## config.mk

```make
export PLATFORM = sky130hd
export DESIGN_NAME = lif_step_scheduler
export DESIGN_NICKNAME = d
export VERILOG_FILES = /design/src/rtl/lif_pkg.sv /design/src/rtl/lif_update_core.sv /design/src/rtl/lif_step_scheduler.sv
export SDC_FILE = /design/constraint.sdc
export NUM_CORES = 1
export LEC_CHECK = 0
export ABC_AREA = 1
export BUFFER_PORTS_ARGS = -buffer_cell sky130_fd_sc_hd__buf_4
export CORE_MARGIN = 3
export CORE_UTILIZATION = 35
export DETAILED_ROUTE_END_ITERATION = 8
export SYNTH_ARGS = -nofsm -noshare
export SYNTH_HDL_FRONTEND = slang
export SYNTH_SLANG_ARGS = --single-unit
```

## constraint.sdc

```tcl
create_clock -name clk -period 6.56 [get_ports clk]
set_input_delay 0.328 -clock clk [delete_from_list [all_inputs] [get_ports clk]]
set_output_delay 0.328 -clock clk [all_outputs]
set_load 0.03 [all_outputs]
```

## src/rtl/lif_pkg.sv

```systemverilog
// Shared types and defaults for the time-multiplexed LIF neuron scheduler.
// Holds the FSM state encoding and the saturating membrane-update helper.
package lif_pkg;

    typedef enum logic [1:0] {
        IDLE   = 2'd0,
        UPDATE = 2'd1,
        DONE   = 2'd2
    } state_t;

    localparam int          DEF_N_NEURONS  = 4;
    localparam int          DEF_V_W        = 8;
    localparam int unsigned DEF_THRESHOLD  = 200;
    localparam int          DEF_LEAK_SHIFT = 1;
    localparam int          DEF_W_CHAIN    = 255;
    localparam int          DEF_REFRAC     = 2;

    // v - (v >> shift) + i, evaluated one bit wider than the operands and clamped to vmax.
    function automatic logic [31:0] sat_add(
        input logic [31:0] v,
        input logic [31:0] i,
        input int          shift,
        input logic [31:0] vmax
    );
        logic [32:0] sum;
        sum = {1'b0, v - (v >> shift)} + {1'b0, i};
        return (sum > {1'b0, vmax}) ? vmax : sum[31:0];
    endfunction

endpackage

```

## src/rtl/lif_update_core.sv

```systemverilog
// Purpose: combinational single-neuron LIF update (leak, integrate, fire, refractory).
// Latency: 0 cycles, purely combinational.
// Backpressure: none; the scheduler decides when results are written back.
module lif_update_core
    import lif_pkg::*;
#(
    parameter int          V_W        = DEF_V_W,
    parameter int unsigned THRESHOLD  = DEF_THRESHOLD,
    parameter int          LEAK_SHIFT = DEF_LEAK_SHIFT,
    parameter int          REFRAC     = DEF_REFRAC,
    parameter int          REF_W      = 2
) (
    input  logic [V_W-1:0]   v,
    input  logic [REF_W-1:0] ref_cnt,
    input  logic [V_W-1:0]   isyn,
    output logic [V_W-1:0]   v_next,
    output logic [REF_W-1:0] ref_next,
    output logic             spike
);

    localparam logic [31:0] V_MAX = 32'((64'd1 << V_W) - 64'd1);

    logic [31:0] v_upd;

    always_comb begin
        v_upd    = sat_add(32'(v), 32'(isyn), LEAK_SHIFT, V_MAX);
        v_next   = v_upd[V_W-1:0];
        ref_next = ref_cnt;
        spike    = 1'b0;
        if (ref_cnt != '0) begin
            // Refractory neurons are clamped at rest and ignore their input.
            ref_next = ref_cnt - REF_W'(1);
            v_next   = '0;
        end else if (v_upd >= THRESHOLD) begin
            spike    = 1'b1;
            v_next   = '0;
            ref_next = REF_W'(REFRAC);
        end
    end

endmodule

```

## src/rtl/lif_step_scheduler.sv

```systemverilog
// Purpose: sequences N_NEURONS chained LIF neurons through one shared update core, one neuron per cycle.
// Latency: step_i in cycle t -> done_o in t+N_NEURONS+1; next step accepted from t+N_NEURONS+2.
// Backpressure: step_i is dropped while busy_o; LIF_SCHED_OVERRUN_EN adds a sticky overrun_o flag for that.
module lif_step_scheduler
    import lif_pkg::*;
#(
    parameter int          N_NEURONS  = DEF_N_NEURONS,
    parameter int          V_W        = DEF_V_W,
    parameter int unsigned THRESHOLD  = DEF_THRESHOLD,
    parameter int          LEAK_SHIFT = DEF_LEAK_SHIFT,
    parameter int          W_CHAIN    = DEF_W_CHAIN,
    parameter int          REFRAC     = DEF_REFRAC
) (
    input  logic                 clk,
    input  logic                 rst,
    input  logic                 step_i,
    input  logic [V_W-1:0]       ext_isyn_i,
    output logic                 busy_o,
    output logic                 done_o,
    output logic [N_NEURONS-1:0] spike_o
`ifdef LIF_SCHED_OVERRUN_EN
    ,
    output logic                 overrun_o,
    input  logic                 clr_overrun_i
`endif
);

    localparam int IDX_W = (N_NEURONS > 1) ? $clog2(N_NEURONS) : 1;
    localparam int REF_W = (REFRAC > 0) ? $clog2(REFRAC + 1) : 1;
    localparam logic [IDX_W-1:0] LAST_IDX = IDX_W'(N_NEURONS - 1);

    state_t state_q, state_d;

    logic [IDX_W-1:0]     idx_q;
    logic [V_W-1:0]       ext_q;
    logic [V_W-1:0]       v_q   [N_NEURONS];
    logic [REF_W-1:0]     ref_q [N_NEURONS];
    logic [N_NEURONS-1:0] scratch_q;
    logic [N_NEURONS-1:0] scratch_upd;
    logic [N_NEURONS-1:0] spike_q;

    logic [V_W-1:0]   core_isyn;
    logic [V_W-1:0]   core_v_next;
    logic [REF_W-1:0] core_ref_next;
    logic             core_spike;

    always_comb begin
        state_d = state_q;
        case (state_q)
            IDLE:    if (step_i) state_d = UPDATE;
            UPDATE:  if (idx_q == LAST_IDX) state_d = DONE;
            DONE:    state_d = IDLE;
            default: state_d = IDLE;
        endcase
    end

    always_ff @(posedge clk) begin
        if (rst) state_q <= IDLE;
        else     state_q <= state_d;
    end

    assign busy_o  = (state_q != IDLE);
    assign done_o  = (state_q == DONE);
    assign spike_o = spike_q;

    // Neuron 0 takes the external drive; every later neuron is driven by its predecessor's spike this step.
    always_comb begin
        core_isyn = '0;
        if (idx_q == '0)                        core_isyn = ext_q;
        else if (scratch_q[idx_q - IDX_W'(1)])  core_isyn = V_W'(W_CHAIN);
    end

    always_comb begin
        scratch_upd        = scratch_q;
        scratch_upd[idx_q] = core_spike;
    end

    lif_update_core #(
        .V_W        (V_W),
        .THRESHOLD  (THRESHOLD),
        .LEAK_SHIFT (LEAK_SHIFT),
        .REFRAC     (REFRAC),
        .REF_W      (REF_W)
    ) u_core (
        .v        (v_q[idx_q]),
        .ref_cnt  (ref_q[idx_q]),
        .isyn     (core_isyn),
        .v_next   (core_v_next),
        .ref_next (core_ref_next),
        .spike    (core_spike)
    );

    always_ff @(posedge clk) begin
        if (rst) begin
            idx_q     <= '0;
            ext_q     <= '0;
            scratch_q <= '0;
            spike_q   <= '0;
            for (int k = 0; k < N_NEURONS; k++) begin
                v_q[k]   <= '0;
                ref_q[k] <= '0;
            end
        end else begin
            case (state_q)
                IDLE: begin
                    if (step_i) begin
                        ext_q     <= ext_isyn_i;
                        idx_q     <= '0;
                        scratch_q <= '0;
                    end
                end
                UPDATE: begin
                    v_q[idx_q]   <= core_v_next;
                    ref_q[idx_q] <= core_ref_next;
                    scratch_q    <= scratch_upd;
                    if (idx_q == LAST_IDX) begin
                        idx_q   <= '0;
                        // Loaded on the way into DONE so spike_o is already valid while done_o is high.
                        spike_q <= scratch_upd;
                    end else begin
                        idx_q <= idx_q + IDX_W'(1);
                    end
                end
                default: ;
            endcase
        end
    end

`ifdef LIF_SCHED_OVERRUN_EN
    // A dropped step outranks a simultaneous clear so no overrun is ever lost.
    always_ff @(posedge clk) begin
        if (rst)                   overrun_o <= 1'b0;
        else if (step_i && busy_o) overrun_o <= 1'b1;
        else if (clr_overrun_i)    overrun_o <= 1'b0;
    end
`endif

endmodule

```

==> results.yml, run 1 <==
die:
  fp.dieW_um: 109
  dieArea_mm2: 0.0120
  core_mm2: 0.0104
  die_height_um: 109
  ios: 17
  rows: 37
  initial_core_util_pct: 36.0
clock_tree:
  cts_setup_buffers: 0
  root_buffer: "clkbuf_8"
  clk_pin_slew_ns: 0.07
  cts-resized-gates: 0
  cts_tree: "yes"
  clock_path_buffers: 2
  h-tree-depth: 3
  clk_latency_ns: 0.33
  ctsHoldBuffers: 0
  cts_buffers: 9
  cts.sinks: 62
critical_path:
  worst_path_largest_cell_delay_ns: 0.46
  cp_num_buf_inv: 3
  critPathRequiredTime_ns: 6.63
  end_kind: "flop"
  crit_type: "reg2reg"
  cp_max_fo: 20
  cp.arrival_ns: 5.37
  crit_top_cell: "nand2_1"
  slowest_stage: "fa_1"
  setup.worst_path.start_class: "flop"
  cpLargestDelayFamily: "simple AND/OR/NAND/NOR gates"
synthesis:
  yosysWarnings: 0
  muxShareOfSynthArea_pct: 0
  yosysUniqueCellTypes: 39
  synth_area_leader_cell: "edfxtp_1"
  syn_area_mm2: 0.00374
  synth_xor_area_share_pct: 2.58
  synth-edff-count: 40
  yosys.area_share.simple_pct: 23.1
  synth_seq_cells: 62
  synth.top_cell.area_share_pct: 32.1
  synth_compound_area_share_pct: 11.8
  syn-instance-count: 451
  synthTopCellsByArea: "edfxtp_1 (32%), dfxtp_1 (12%), nand2_1 (11%)"
  yosysMostFrequentCell: "nand2_1"
  yosys-top-cells-count: "nand2_1 (106), nor2_1 (62), inv_1 (55)"
  synth_flop_cell: "edfxtp_1"
  syn-num-nets: 494
  synth_top_family_by_area: "simple AND/OR/NAND/NOR gates"
  async_reset_ff_share_pct: 0
  seq_area_frac_synth_pct: 43.9
  synth.avg_cell_area_um2: 8.29
  synthAdderAreaFrac_pct: 11.1
pwr:
  p_leak_nw: 1.87
  ir_drop_uv: 107
  cellPowerDensity_mw_per_mm2: 281
route:
  routed_wl_mm: 8.03
  drt_iter0_drc: 206
  routedWlPerCell_um: 13.2
  ant_nets: 0
  drtPass1Iterations: 4
  routed_via_density: 4.80
  remaining_drc_errors: 0
  dr_total_vias: 2923
timing:
  setup_ws_ns: 1.26
  timing.setup.tns_ns: 0
  finalSetupViolCount: 0
  fin_crit_sh_pct: 80.8
  skew_ns: 0.00191
  worstMarginPinSlew_ns: 0.614
  hold_viol_final: 0
  drv_slew: 0
  rsz0062_at_grt: "no"
  fmax_mhz: 189
  fin_crit_ns: 5.30
  relSlewSlack_pct: 59.0
status:
  status: "completed"
global_routing:
  antenna_found_initial: 0
  grt_usage_pct: 14.6
  grt_pass1_wl_mm: 13.5
  grt_pass1_vias: 2863
  overflow: 0
  grt_max_degree: 21
place:
  gp_congestion: 0.851
  io_buffers: 16
  dpl.hpwl_mm: 6.02
  place_ws_ns: 1.27
layout:
  insertedDiodeCount: 0
  fin_nets: 512
  final_layout_size_suffix_gt1_share_pct: 11.6
  fillCellCount: 1083
  syn_to_final_growth_pct: 11.8
flow_run:
  cap_violations: 0
worst_hold_path:
  hp-class: "in2reg"
==> power breakdown <==
| group | switching [mW] | internal (mW) |
|---|---|---|
| Clock | 0.143 | 0.169 |
| Combinational | 0.274 | 0.147 |
| Sequential | 0.00787 | 0.433 |
| Total | 0.425 | 0.748 |
==> cell families after synthesis <==
group	Yosys count
XOR/XNOR	11
flip-flops	62
buffers and inverters	75
adder cells (fa/ha/maj)	32
AO/OA/AOI/OAI	68
AND/OR/NAND/NOR	203
==> metrics by stage <==
| stage | hold slack [ns] | total power [mW] | area [um2] | cells | utilization [%] |
|---|---|---|---|---|---|
| floorplan | 0.455 | 0.777 | 3740 | 451 | - |
| global route | 0.245 | 1.26 | 4180 | 609 | 40.3 |
| detailed placement | 0.481 | 0.871 | 4000 | 594 | 38.6 |
| CTS | 0.230 | 1.19 | 4180 | 609 | 40.3 |
| global placement | 0.473 | 0.862 | 4000 | 594 | 38.6 |
| finish | 0.245 | 1.17 | 4180 | 609 | 40.3 |
==> final timing paths <==
kind,start,slack (ns),cells after the start,to
hold reg to reg,ext_q[5]$_SDFFE_PP0P_,0.49,2,ext_q[5]$_SDFFE_PP0P_
setup reg to reg,flop,1.26,27,ref_q[0][1]$_SDFFCE_PN0P_
setup / recovery,flop,1.26,27,ref_q[0][1]$_SDFFCE_PN0P_
hold / removal,ext_isyn_i[4],0.24,3,ext_q[4]$_SDFFE_PP0P_
==> metal layers <==
layer  track usage, %  share of wire [%]
met1             18.0                 44
met2             25.1                 50
met3             2.88                4.5
met4             5.34                1.5
met5                0                  0
==> registers in the layout (all words and copies together), names as in the netlist, named ones only <==
| name | flops |
|---|---|
| ref_q | 8 |
| v_q | 32 |
| ext_q | 8 |
| idx_q | 2 |
| scratch_q | 4 |
| spike_o | 4 |
| state_q | 2 |
==> final cells by class <==
class                   count  area [um2]  share of cell area (%)
flip-flops and latches     62        1640                    39.3
inverters                  64         240                    5.75
clock buffers               9         124                    2.96
well taps                 136         170                    4.07
clock inverters             6        53.8                    1.29
multi-input cells         314        1810                    43.4
repair buffers             18         135                    3.23
==> worst min-delay path, cell delays in order <==
cell,delay [ns]
buf_4,0.07
o21ai_0,0.07
nor2_1,0.07
==> cell usage in the layout, fill, tap and decap left out, types with 2 or more instances in the layout <==
master	instances
a32oi_1	6
o21a_1	4
edfxtp_1	40
xnor2_1	4
o21ai_2	4
inv_2	6
nand2_1	106
xor2_1	7
ha_1	30
nand4_1	3
inv_1	55
a32o_1	2
fa_1	2
nand2_2	4
a21oi_2	4
a21oi_1	21
nor2_1	62
buf_4	18
o21bai_1	2
o21ai_0	18
nor4_1	2
clkbuf_8	9
clkinv_1	6
dfxtp_1	22
nand3_1	18
No activity file was read; power rests on OpenSTA's default activity.
==> run 2, diff against run 1 <==
- ABC_AREA: 1 -> 0
- clock period: 6.56 -> 5.2 ns (I/O delays scaled with it)
==> run 2 against run 1 <==
  * Routed wire length fell by 5.3%
  * Worst setup slack got worse by 0.87 ns
  * Non-clock buffer count up 8
  * Synthesized cell count down 20%
  * Critical endpoint is now ref_q[1][1]$_SDFFCE_PN0P_
  * Largest cell class unchanged
==> results.yml, run 2 <==
synthesis:
  yosysUniqueCellTypes: 47
  syn_area_mm2: 0.00364
  synth.avg_cell_area_um2: 10.1
  syn-num-nets: 404
  synth_area_leader_cell: "edfxtp_1"
  synth-edff-count: 40
  async_reset_ff_share_pct: 0
  synthTopCellsByArea: "edfxtp_1 (33%), dfxtp_1 (12%), ha_1 (10%)"
  synth_seq_cells: 62
  syn-instance-count: 361
  yosysMostFrequentCell: "nand2_1"
  synth_flop_cell: "edfxtp_1"
  synth.top_cell.area_share_pct: 33.0
  yosysWarnings: 0
  seq_area_frac_synth_pct: 45.1
  yosys-top-cells-count: "nand2_1 (56), nor2_1 (47), edfxtp_1 (40)"
timing:
  fin_crit_ns: 4.81
  drv_slew: 0
  relSlewSlack_pct: 16.6
  fin_crit_sh_pct: 92.5
  hold_viol_final: 0
  finalSetupViolCount: 0
  hold-worst-slack_ns: 0.160
  worstMarginPinSlew_ns: 1.25
  rsz0062_at_grt: "no"
  fmax_mhz: 208
  skew_ns: 0.0103
worst_hold_path:
  min_path_cells: 3
  hp-class: "in2reg"
  hold_end: "ext_q[6]$_SDFFE_PP0P_"
  hp-start: "ext_isyn_i[6]"
pwr:
  cellPowerDensity_mw_per_mm2: 327
  ir_drop_uv: 120
  p_leak_nw: 1.72
clock_tree:
  cts_tree: "yes"
  clk_pin_slew_ns: 0.07
  root_buffer: "clkbuf_8"
  cts.sinks: 62
  cts_buffers: 9
  clk_latency_ns: 0.34
  clock_path_buffers: 2
  ctsHoldBuffers: 0
  h-tree-depth: 3
route:
  ant_nets: 0
  routed_wl_mm: 7.61
  routed_via_density: 5.02
  routedWlPerCell_um: 14.5
  dr_total_vias: 2628
  remaining_drc_errors: 0
  drtPass1Iterations: 4
  drt_iter0_drc: 126
die:
  initial_core_util_pct: 36.5
  core_mm2: 0.00995
  ios: 17
  dieArea_mm2: 0.0116
  fp.dieW_um: 108
  die_height_um: 108
  rows: 36
layout:
  regMostFlops: "v_q"
  insertedDiodeCount: 0
  top_regs: "v_q x32, ext_q x8, ref_q x8"
  fin_nets: 429
  final_cell_mix: "nand2_1 (56), nor2_1 (47), edfxtp_1 (40)"
  largest_register_ffs: 32
  multi_input_area_mm2: 0.00189
  fillCellCount: 984
  syn_to_final_growth_pct: 14.7
  stdcell_area_mm2: 0.00417
  final-seq-area_mm2: 0.00165
  final_layout_size_suffix_gt1_share_pct: 17.1
  final_common_cell: "nand2_1"
place:
  dpl.hpwl_mm: 5.53
  gp_congestion: 0.807
  place_area_mm2: 0.00395
  io_buffers: 16
global_routing:
  grt_max_degree: 30
  grt_pass1_wl_mm: 12.9
  grt_usage_pct: 14.1
  antenna_found_initial: 0
  overflow: 0
  grt_pass1_vias: 2661
critical_path:
  r2r_slack_ns: 0.39
  reg2reg_depth: 21
  critical_path.reg2reg.endpoint: "ref_q[1][1]$_SDFFCE_PN0P_"
  crit_type: "reg2reg"
  slowest_stage: "mux4_2"
  cpLargestDelayFamily: "compound AO/OA/AOI/OAI gates"
  cp_max_fo: 9
  cp_num_buf_inv: 1
  critPathRequiredTime_ns: 5.29
  end_kind: "flop"
  cp.arrival_ns: 4.89
  path_depth: 21
  worstPathCellList: "mux4_2 -> inv_1 -> ha_1 -> a21o_1 -> a21o_1 -> a21o_1 -> a21oi_1 -> o21ai_0 -> xnor2_1 -> ha_1 -> nand2_1 -> o21bai_1 -> nand2_1 -> nand2_1 -> ha_1 -> nor4b_1 -> nand3_1 -> nor3_2 -> o311a_4 -> o21a_1 -> nor2_1"
  setup.worst_path.start_class: "flop"
  worst_path_largest_cell_delay_ns: 0.52
flow_run:
  cap_violations: 0
status:
  status: "completed"
==> run 2: cell types whose count changed in the layout (fill, tap and decap cells not counted), sizes merged, moves of 6 or more <==
cell / previous run / this run
nand2: 111 / 56
nor2b: 0 / 12
nor2: 64 / 48
o21ai: 23 / 15
inv: 61 / 23
nand3: 19 / 6
mux4: 0 / 11
a32oi: 6 / 0
buf: 18 / 26
nand2b: 0 / 7
==> run 2: stage by stage <==
step | power, mW | TNS [ns] | instances | setup slack (ns) | util, %
floorplan | 0.839 | 0 | 361 | 0.468 | -
global placement | 0.952 | 0 | 508 | 0.0681 | 39.7
detailed placement | 0.954 | -1.59 | 508 | -0.0930 | 39.7
CTS | 1.37 | 0 | 524 | 0.0258 | 41.6
global route | 1.44 | 0 | 524 | 0.0152 | 41.9
finish | 1.36 | 0 | 524 | 0.392 | 41.9
==> run 2: logic make-up (layout without fill, tap and decap cells) <==
family / count (synthesis) / in the layout / synth area share [%]
buf+inv: 35 / 65 / 3.75
mux: 11 / 11 / 6.81
xor+xnor: 11 / 11 / 2.65
simple gates: 149 / 149 / 19.4
compound gates: 61 / 61 / 10.8
flops: 62 / 62 / 45.1
fa+ha+maj: 32 / 32 / 11.4
==> run 2: per-layer routing <==
layer	share of wire, %	track usage, %
met1	46	18.1
met4	1.0	4.96
met3	2.9	3.42
met5	0	0
met2	50	23.2
==> run 2: worst max path at each step <==
stage / from / to / slack [ns]
6_report: flop / ref_q[1][1]$_SDFFCE_PN0P_ / 0.39
5_1_grt: flop / v_q[0][7]$_SDFFCE_PN0P_ / 0.02
4_1_cts: flop / v_q[0][0]$_SDFFCE_PN0P_ / 0.03
3_3_place_gp: flop / v_q[0][7]$_SDFFCE_PN0P_ / 0.07
3_5_place_dp: flop / v_q[2][3]$_SDFFCE_PN0P_ / -0.09
2_1_floorplan: flop / ref_q[2][1]$_SDFFCE_PN0P_ / 0.47
==> run 2: cell type report <==
cell class                      instances  area share [%]
Multi-Input combinational cell        264            45.2
Sequential cell                        62            39.5
Timing Repair Buffer                   26            4.68
Tap cell                              133            3.99
Clock buffer                           10            3.06
Inverter                               23            2.07
Clock inverter                          6            1.50
==> run 2: power breakdown <==
group | internal (mW) | switching, mW | total (mW)
combinational | 0.164 | 0.234 | 0.399
sequential | 0.543 | 0.00971 | 0.552
clock | 0.220 | 0.194 | 0.413
==> run 2: repair_timing <==
action	in CTS	in global routing
pin swaps	0	0
endpoints found under the setup margin	43	44
buffers inserted	0	0
resized for setup	1	7
==> run 2: worst register-to-register path, cell delays in order (launching register included) <==
cell	delay, ns
dfxtp_4	0.40
mux4_2	0.52
inv_1	0.12
ha_1	0.24
a21o_1	0.16
a21o_1	0.19
a21o_1	0.18
a21oi_1	0.20
o21ai_0	0.14
xnor2_1	0.16
ha_1	0.33
nand2_1	0.10
o21bai_1	0.18
nand2_1	0.13
nand2_1	0.07
ha_1	0.26
nor4b_1	0.24
nand3_1	0.13
nor3_2	0.21
o311a_4	0.31
o21a_1	0.21
nor2_1	0.06
==> run 3, diff against run 2 <==
- CORE_MARGIN: 3 -> 5
==> run 3 against run 2 <==
  * Utilization increased by 0.21 points
  * Sequential share of layout area fell by 1.3 points
  * Final area is 3.3% higher
  * Highest routed layer unchanged
==> results.yml, run 3 (synthesis results as in run 2) <==
global_routing:
  overflow: 0
  grt_max_degree: 30
  antenna_found_initial: 0
  grt_pass1_wl_mm: 13.0
  grt_pass1_vias: 2630
  grt_usage_pct: 12.8
critical_path:
  cp_max_fo: 5
  critPathRequiredTime_ns: 5.29
  cp.arrival_ns: 4.97
  setup.worst_path.start_class: "flop"
  end_kind: "flop"
  crit_type: "reg2reg"
place:
  io_buffers: 16
  dpl.hpwl_mm: 5.59
  gp_congestion: 0.782
  dp_cells: 512
die:
  dieArea_mm2: 0.0125
  core_mm2: 0.0102
  initial_core_util_pct: 35.5
  ios: 17
  die_height_um: 112
  fp.dieW_um: 112
  rows: 37
clock_tree:
  clk_pin_slew_ns: 0.08
  cts.sinks: 62
  root_buffer: "clkbuf_8"
  clock_path_buffers: 2
  cts_buffers: 9
  cts_tree: "yes"
  clk_latency_ns: 0.34
  h-tree-depth: 3
worst_hold_path:
  hp-start: "ext_isyn_i[6]"
  hp-class: "in2reg"
route:
  dr_wl_met3_um: 163
  wl_met2_mm: 4.00
  routedWlPerCell_um: 14.8
  remaining_drc_errors: 0
  drt_iter0_drc: 98
  routed_wl_mm: 7.86
  wl_met1_mm: 3.64
  ant_nets: 0
  routed_via_density: 5.02
  drtPass1Iterations: 4
  dr_total_vias: 2667
  top_layer_used: "met4"
layout:
  top_regs: "v_q x32, ext_q x8, ref_q x8"
  final_util_pct: 42.1
  stdcell_count: 531
  syn_to_final_growth_pct: 18.4
  fin_nets: 433
  regMostFlops: "v_q"
  final_layout_size_suffix_gt1_share_pct: 19.5
  final_cell_mix: "nand2_1 (56), nor2_1 (47), edfxtp_1 (40)"
  fillCellCount: 1018
  insertedDiodeCount: 0
  largest_register_ffs: 32
  final_common_cell: "nand2_1"
timing:
  fmax_mhz: 205
  skew_ns: 0.0120
  finalSetupViolCount: 0
  fin_crit_ns: 4.88
  relSlewSlack_pct: 20.9
  worstMarginPinSlew_ns: 1.18
  hold_viol_final: 0
  fin_crit_sh_pct: 93.9
  drv_slew: 0
pwr:
  p_seq_share_pct: 37.9
  p_switching_mw: 0.464
  internal_power_mw: 0.994
  sw_frac_of_total_pct: 31.8
  cellPowerDensity_mw_per_mm2: 338
  ir_drop_uv: 174
  p_leak_nw: 1.76
  clkPwrFrac_pct: 32.4
  comb_power_share_pct: 29.7
status:
  status: "completed"
flow_run:
  cap_violations: 0
[run 3: path summary, 6_finish.rpt]
| path | endpoint | slack (ns) | depth (start not counted) |
|---|---|---|---|
| max | ref_q[0][1]$_SDFFCE_PN0P_ | 0.32 | 22 |
| min | ext_q[6]$_SDFFE_PP0P_ | 0.17 | 3 |
| max reg2reg | ref_q[0][1]$_SDFFCE_PN0P_ | 0.32 | 22 |
| min reg2reg | ext_q[5]$_SDFFE_PP0P_ | 0.46 | 2 |
[run 3: layout make-up]
type                       count  area [um2]  area share, %
multi-input combinational    265        1960           45.5
tap                          136         170           3.95
clock inverter                 7        96.3           2.24
sequential                    62        1640           38.1
inverter                      23        86.3           2.00
timing repair buffer          29         230           5.35
clock buffer                   9         124           2.88
[run 3: power groups by stage]
| stage | clock network, mW | registers (mW) | logic, mW |
|---|---|---|---|
| after floorplan | 0 | 0.559 | 0.281 |
| after global placement | 0 | 0.562 | 0.392 |
| after detailed placement | 0 | 0.563 | 0.396 |
| after CTS | 0.482 | 0.552 | 0.402 |
| after global routing | 0.504 | 0.554 | 0.481 |
| final | 0.473 | 0.552 | 0.433 |
[run 3: per-stage QoR]
step                      setup TNS, ns  area, um2  power (mW)  hold slack, ns  setup WS, ns
after floorplan                       0       3640       0.839           0.396         0.468
after global placement                0       3970       0.955           0.447        0.0273
after detailed placement        -0.0103       3970       0.960           0.448      -0.00908
after CTS                             0       4200        1.44           0.151        0.0902
after global routing             -0.105       4310        1.54           0.159       -0.0267
final                                 0       4310        1.46           0.168         0.318
[run 3: worst max-delay path: stages, from the launching register on]
cell and delay [ns]:
dfxtp_1 0.38, buf_4 0.16, mux4_2 0.51, inv_1 0.08, ha_1 0.14, inv_1 0.07
fa_1 0.46, nand3_1 0.11, nand2_1 0.13, xor2_1 0.19, ha_1 0.37, nand2_1 0.08
o32ai_2 0.28, o21bai_1 0.11, nand2_1 0.13, nand2_1 0.08, ha_1 0.29, nor4b_2 0.21
nand3_1 0.15, nor3_4 0.20, o311a_4 0.30, o21a_4 0.16, nor2_1 0.04
[run 3: routing by layer]
metal  track usage [%]  up-vias
met5                 0        -
met4              3.97        0
met3              2.77        5
met2              22.3       24
met1              15.9     1307
li1                  -     1331
[run 3: repair_timing]
item,CTS,global route
gates cloned,0,1
pin swaps,0,5
hold buffers,0,0
endpoints found under the setup margin,19,44
gates resized for setup,1,13
buffers inserted,0,2
